$ cat config.mk
export PLATFORM = sky130hd
export DESIGN_NAME = alu_arbiter
export DESIGN_NICKNAME = d
export VERILOG_FILES = /design/src/rtl/alu_arbiter.sv
export SDC_FILE = /design/constraint.sdc
export NUM_CORES = 1
export LEC_CHECK = 0
export CORE_AREA = 2 2 121 123
export CTS_CLUSTER_SIZE = 8
export DETAILED_ROUTE_END_ITERATION = 7
export DIE_AREA = 0 0 123 125
export GPL_TIMING_DRIVEN = 0
export PLACE_DENSITY = 0.92
export SLEW_MARGIN = 30
export SYNTH_ARGS = -nofsm -noshare
export SYNTH_HDL_FRONTEND = slang
export SYNTH_SLANG_ARGS = --single-unit
$ cat constraint.sdc
create_clock -name iClk -period 1.95 [get_ports iClk]
set_input_delay 0.39 -clock iClk [delete_from_list [all_inputs] [get_ports iClk]]
set_output_delay 0.39 -clock iClk [all_outputs]
set_load 0.01 [all_outputs]
$ cat src/rtl/alu_arbiter.sv
// ---------------------------------------------------------------------------
// alu_arbiter
//
// Shares one combinational ALU between two requesters. A request is granted
// in IDLE, its control code and operands are registered onto the ALU inputs
// (EXEC), the ALU result/zero flag are captured one cycle later, and the
// captured response is held for the granted requester (RESP) until it is
// taken. Arbitration is round-robin: after a response is taken the priority
// pointer moves to the other requester.
//
// Handshake semantics (both channels): a transfer happens on the rising edge
// of iClk where valid and ready are both 1. A valid source keeps its payload
// stable until that edge. Ready may depend combinationally on valid.
//
// Ports
//   iClk, iRstN                   clock, asynchronous active-low reset
//   iReqValid<n>/oReqReady<n>     request handshake, n = 0,1
//   iReqCtrl<n>, iReqOp1/2<n>     request payload (ALU code, operands)
//   oRspValid<n>/iRspReady<n>     response handshake
//   oRspResult<n>, oRspZero<n>    response payload (0 for non-granted side)
//   oAluControl, oAluOp1/2        registered drive to the shared ALU
//   iAluResult, iAluZero          combinational return from the shared ALU
//   oDbgState                     current FSM state (IDLE=0, EXEC=1, RESP=2)
// ---------------------------------------------------------------------------
module alu_arbiter #(
    parameter int OP_WIDTH   = 4,
    parameter int DATA_WIDTH = 32
) (
    input  logic                  iClk,
    input  logic                  iRstN,

    input  logic                  iReqValid0,
    output logic                  oReqReady0,
    input  logic [OP_WIDTH-1:0]   iReqCtrl0,
    input  logic [DATA_WIDTH-1:0] iReqOp10,
    input  logic [DATA_WIDTH-1:0] iReqOp20,

    input  logic                  iReqValid1,
    output logic                  oReqReady1,
    input  logic [OP_WIDTH-1:0]   iReqCtrl1,
    input  logic [DATA_WIDTH-1:0] iReqOp11,
    input  logic [DATA_WIDTH-1:0] iReqOp21,

    output logic                  oRspValid0,
    input  logic                  iRspReady0,
    output logic [DATA_WIDTH-1:0] oRspResult0,
    output logic                  oRspZero0,

    output logic                  oRspValid1,
    input  logic                  iRspReady1,
    output logic [DATA_WIDTH-1:0] oRspResult1,
    output logic                  oRspZero1,

    output logic [OP_WIDTH-1:0]   oAluControl,
    output logic [DATA_WIDTH-1:0] oAluOp1,
    output logic [DATA_WIDTH-1:0] oAluOp2,
    input  logic [DATA_WIDTH-1:0] iAluResult,
    input  logic                  iAluZero,

    output logic [1:0]            oDbgState
);

    typedef enum logic [1:0] {
        IDLE = 2'd0,
        EXEC = 2'd1,
        RESP = 2'd2
    } state_e;

    state_e                  state_q, state_d;
    logic                    pri_q, pri_d;
    logic                    gnt_q, gnt_d;
    logic [OP_WIDTH-1:0]     alu_ctrl_q, alu_ctrl_d;
    logic [DATA_WIDTH-1:0]   alu_op1_q, alu_op1_d;
    logic [DATA_WIDTH-1:0]   alu_op2_q, alu_op2_d;
    logic [DATA_WIDTH-1:0]   rsp_result_q, rsp_result_d;
    logic                    rsp_zero_q, rsp_zero_d;

    logic                    any_valid;
    logic                    winner;
    logic                    idle_live;
    logic                    rsp_taken;

    // Winner is the sole valid requester, or PRI when both are valid.
    always_comb begin
        any_valid = iReqValid0 | iReqValid1;
        if (iReqValid0 && iReqValid1) begin
            winner = pri_q;
        end else begin
            winner = iReqValid1;
        end
    end

    // Ready is also gated by reset so nothing looks acceptable while the
    // block is held in reset, even though the state already reads IDLE.
    always_comb begin
        idle_live  = (state_q == IDLE) && iRstN;
        oReqReady0 = idle_live && iReqValid0 && !winner;
        oReqReady1 = idle_live && iReqValid1 && winner;
        rsp_taken  = gnt_q ? iRspReady1 : iRspReady0;
    end

    always_comb begin
        state_d      = state_q;
        pri_d        = pri_q;
        gnt_d        = gnt_q;
        alu_ctrl_d   = alu_ctrl_q;
        alu_op1_d    = alu_op1_q;
        alu_op2_d    = alu_op2_q;
        rsp_result_d = rsp_result_q;
        rsp_zero_d   = rsp_zero_q;

        case (state_q)
            IDLE: begin
                // Any valid requester is accepted this edge: the winner's
                // ready is high whenever at least one valid is high.
                if (any_valid) begin
                    state_d    = EXEC;
                    gnt_d      = winner;
                    alu_ctrl_d = winner ? iReqCtrl1 : iReqCtrl0;
                    alu_op1_d  = winner ? iReqOp11  : iReqOp10;
                    alu_op2_d  = winner ? iReqOp21  : iReqOp20;
                end
            end
            EXEC: begin
                rsp_result_d = iAluResult;
                rsp_zero_d   = iAluZero;
                state_d      = RESP;
            end
            RESP: begin
                if (rsp_taken) begin
                    state_d = IDLE;
                    pri_d   = ~gnt_q;
                end
            end
            default: begin
                state_d = IDLE;
            end
        endcase
    end

    always_ff @(posedge iClk or negedge iRstN) begin
        if (!iRstN) begin
            state_q      <= IDLE;
            pri_q        <= 1'b0;
            gnt_q        <= 1'b0;
            alu_ctrl_q   <= '0;
            alu_op1_q    <= '0;
            alu_op2_q    <= '0;
            rsp_result_q <= '0;
            rsp_zero_q   <= 1'b0;
        end else begin
            state_q      <= state_d;
            pri_q        <= pri_d;
            gnt_q        <= gnt_d;
            alu_ctrl_q   <= alu_ctrl_d;
            alu_op1_q    <= alu_op1_d;
            alu_op2_q    <= alu_op2_d;
            rsp_result_q <= rsp_result_d;
            rsp_zero_q   <= rsp_zero_d;
        end
    end

    // Response payload is steered to the granted side only and forced to 0
    // elsewhere, so a non-granted requester never sees stale data.
    always_comb begin
        oRspValid0  = (state_q == RESP) && !gnt_q;
        oRspValid1  = (state_q == RESP) && gnt_q;
        oRspResult0 = oRspValid0 ? rsp_result_q : '0;
        oRspZero0   = oRspValid0 && rsp_zero_q;
        oRspResult1 = oRspValid1 ? rsp_result_q : '0;
        oRspZero1   = oRspValid1 && rsp_zero_q;
        oAluControl = alu_ctrl_q;
        oAluOp1     = alu_op1_q;
        oAluOp2     = alu_op2_q;
        oDbgState   = state_q;
    end

endmodule

# == Word level (Yosys, flattened, before mapping) ==
# Cells that the tools add are included.
# word_totals
reg_bits,105
output_inout_bits,140
elab_cells,40
# op_classes
n_eq_ne,4
n_mux,10
bitwise,2
reduce_logical,16
# ops
op,n
32-bit two-way mux,4
1-bit logical AND,10
2-bit case mux with 3 select lines,1
2-bit AND reduction,3
2-bit two-way mux,2
4-bit two-way mux,1
2-bit != test (second input constant),2
2-bit by 1-bit equality test with 1-bit output (second input constant),1
2-bit equality test (second input constant),1
1-bit logical NOT,2
2-bit logical NOT,1
1-bit two-way mux,2
1-bit NOT,1
1-bit bitwise OR,1

# == Logic depth before layout (Yosys ltp) ==
# logic_depth
depth_word,4
ltp_mapped,8
depth_no_buf,4

# == Least setup slack after synthesis ==
# No wires, ideal clock.
# synth_timing
kind,reg-to-output
startpoint,"reg state_q[0], in the netlist oDbgState[0]"
endpoint,out oRspResult0[22]
arrival_ns,1.317
required_time_ns,1.560
slack_ns,0.243
path_stages_with_launch,5
path_buffers,1
path_cell_list,dfrtp_1 nand2b_1 nor2_1 clkbuf_1 and2_1
# synth_via
elab_chain_len,3
# synth_lines
item,line_no,rtl
"start, declared",69,"state_e state_q, state_d;"
"start signal, assigned",152,state_q <= state_d;
2-bit equality test,166,oRspValid0 = (state_q == RESP) && !gnt_q;
1-bit logical AND,166,
via oRspValid0,44,"output logic oRspValid0,"
32-bit two-way mux,168,oRspResult0 = oRspValid0 ? rsp_result_q : '0;
"end, declared",46,"output logic [DATA_WIDTH-1:0] oRspResult0,"
# The timed path passes the listed nets, and every way through them passes these cells.

# == Final worst setup path ==
# layout_timing
startpoint,"reg state_q[0], in the netlist oDbgState[0]"
endpoint,out oRspResult0[27]
# layout_via
elab_chain_len,3
# layout_lines
item,line_no
2-bit equality test,166
1-bit logical AND,166
32-bit two-way mux,168
# Every way passes these cells.

==> results.cfg <==
[pwr]
p_int_mw = 8.62
pwr-share-seq = 0.304
power_switching_mw = 5.08
share_comb_of_total_power = 0.552
power_mw = 13.7
p_sw_frac = 0.371
ir_drop_mv = 0.604
p_per_area_nw_per_um2 = 1420
p_leak_nw = 4.03
clockPowerShare = 0.144

[timing]
finalSetupTns_ps = -4310
tightestPinTransition_ps = 487
setup_viol = 50
fin_skew_ps = 11.2
min_period_ps = 2090
finalHoldViolations = 0
relSlewSlack = 0.675
timing.final.ws_setup_ps = -144
post-route-period-util = 1.07
max_freq_ghz = 0.478
drv_slew = 0
rsz0062_at_grt = yes

[logic_synthesis]
synth_flop_cell = dfrtp_1
synth_area_um2 = 5270
synthCells = 562
synth_edf_count = 0
synth-warning-count = 0
syn_nets = 737
netlist_top_cells_area = dfrtp_1, a31oi_1, and2_1
ys_ff_latch = 105
syn_avg_cell_area_um2 = 9.37
yosys.area.top_type = dfrtp_1
synth.distinct_cells = 22
ys_seq_area_frac = 0.499
ys_async_sr_fraction = 1.00
netlist.area_leader.share = 0.499

[clock_tree]
cts_htree_levels = 3
clkTransAtPathRegs_ps = 70
max-clock-path-buffers = 2
clock-sinks = 105
clock_latency_ps = 350
cts_made_buffers = 9
cts_tree = built
cts-root-buf = clkbuf_16

[global_route]
grt_max_degree = 63
antenna_found_initial = 0
grt_pass1_wl_um = 32400
grt_overflow_total = 0
track_usage = 0.271
first_global_vias = 6092

[routing]
vias = 6020
wl_um = 22900
drtIter0Drc = 311
route.met2.wl_um = 12100
drt_first_pass_iters = 5
vias_per_cell = 5.41
drtAntennaViolNets = 0
top_layer_used = met4
drc = 0
met3WireLength_um = 2110
wl_met1_um = 8010
wl_per_cell_um = 20.6

[status]
violations = setup timing
status = finished, violations left

[flow_run]
max-cap-violations = 0

[die]
die_area_um2 = 15400
rows = 44
die_h_um = 125
core_area_um2 = 14200
initial_core_util = 0.371
ios = 315
die_x_um = 123

[final_layout]
syn2layout_area_growth_pct = 83.4
layout.nets = 1098
n_antenna_cell = 0
drive_above_1_share = 0.274
layout_commonest_cell = clkdlybuf4s50_1
final_cell_mix = clkdlybuf4s50_1, dfrtp_1, buf_6

[placement]
hpwlAfterDp_um = 15200
place.gp.congestion = 0.846
place_ws_ps = -800
numPortBuffers = 313

[critical_path]
start_kind = register
worstPathMaxFanout = 3
end_kind = primary output
cp.arrival_ps = 1700
rrSetupSlack_ps = 110
crit_type = register to primary output
cp_data_required_time_ps = 1560

[min_path]
hp-class = input pin to async pin
[cell usage after synthesis, drive strengths merged, types with 2 or more instances]
| cell type | count |
|---|---|
| a21oi | 69 |
| dfrtp | 105 |
| and3 | 2 |
| a31oi | 69 |
| nand2b | 2 |
| nand3 | 69 |
| nor2 | 6 |
| mux2 | 33 |
| o21ai | 70 |
| and2 | 66 |
| inv | 4 |
| clkbuf | 43 |
| buf | 19 |
[cells by family after synthesis]
family,after synthesis,synth area share
AOI/OAI and AO/OA,210,0.217
buffers and inverters,66,0.0554
DFF,105,0.499
muxes,33,0.0706
and+or+nand+nor,148,0.158
[routing by layer]
layer  vias to the layer above  global-route usage
met2                       312               0.498
met3                        48              0.0785
met4                         0               0.115
met5                         -                   0
met1                      2902               0.283
li1                       2758                   -
[what timing repair did]
| item | 4_1_cts | 5_1_grt |
|---|---|---|
| endpoints found under the hold margin | 45 | 0 |
| gates resized for setup | 362 | 113 |
| hold buffers | 1 | 0 |
| cloned | 6 | 0 |
| setup buffers | 26 | 8 |
| pin swaps | 19 | 4 |
| endpoints found under the setup margin | 73 | 83 |
[per-stage QoR]
stage          cell area, µm²   util  instances  hold WS, ps
6_report                 9650  0.680       1112         3.57
5_1_grt                  9650  0.680       1112         21.0
4_1_cts                  9240  0.651       1107         8.99
3_5_place_dp             8660  0.609       1060          350
3_3_place_gp             8630  0.607       1059          496
2_1_floorplan            5270      -        562         94.4
[critical path: stages, from the launching register on]
cell and delay (ps):
dfrtp_1 420, nand2b_4 170, nor2_4 120, buf_6 140
buf_8 100, buf_12 100, buf_6 90, and2_4 130
buf_6 100
[power groups by stage]
stage          combinational (mW)  sequential (mW)  clock [mW]
3_5_place_dp                 6.31             4.05           0
5_1_grt                      8.04             4.26        2.08
6_report                     7.57             4.16        1.97
4_1_cts                      6.91             4.03        1.99
2_1_floorplan                2.69             4.22           0
3_3_place_gp                 6.17             4.00           0
[flip-flops by register name, summed over array words and instances, names as in the netlist]
register and count:
pri_q 1, rsp_zero_q 1, oAluOp2 32, rsp_result_q 32
oAluControl 4, oDbgState 2, oAluOp1 32, gnt_q 1
[cell type report]
class	instances	area [µm²]
clock inverter	4	77.6
sequential	105	2630
fill	1080	4550
inverter	4	15.0
buffer	59	345
timing repair buffer	353	3600
multi-input combinational	391	2520
tap	184	230
clock buffer	12	236
[worst paths after layout]
| kind | start | to | depth (start not counted) |
|---|---|---|---|
| worst max register to register | oDbgState[1]$_DFFE_PN0P_ | rsp_result_q[19]$_DFFE_PN0N_ | 5 |
| worst max-delay path | oDbgState[0]$_DFFE_PN0P_ | oRspResult0[27] | 8 |
| worst min-delay path | iRstN | rsp_result_q[7]$_DFFE_PN0N_ | 2 |
| min in group iClk | rsp_result_q[0]$_DFFE_PN0N_ | rsp_result_q[0]$_DFFE_PN0N_ | 1 |
| max in group asynchronous | iRstN | oAluOp2[9]$_DFFE_PN0P_ | 2 |
| worst min register to register | rsp_result_q[0]$_DFFE_PN0N_ | rsp_result_q[0]$_DFFE_PN0N_ | 1 |
Power figures use the tool's default switching activity.
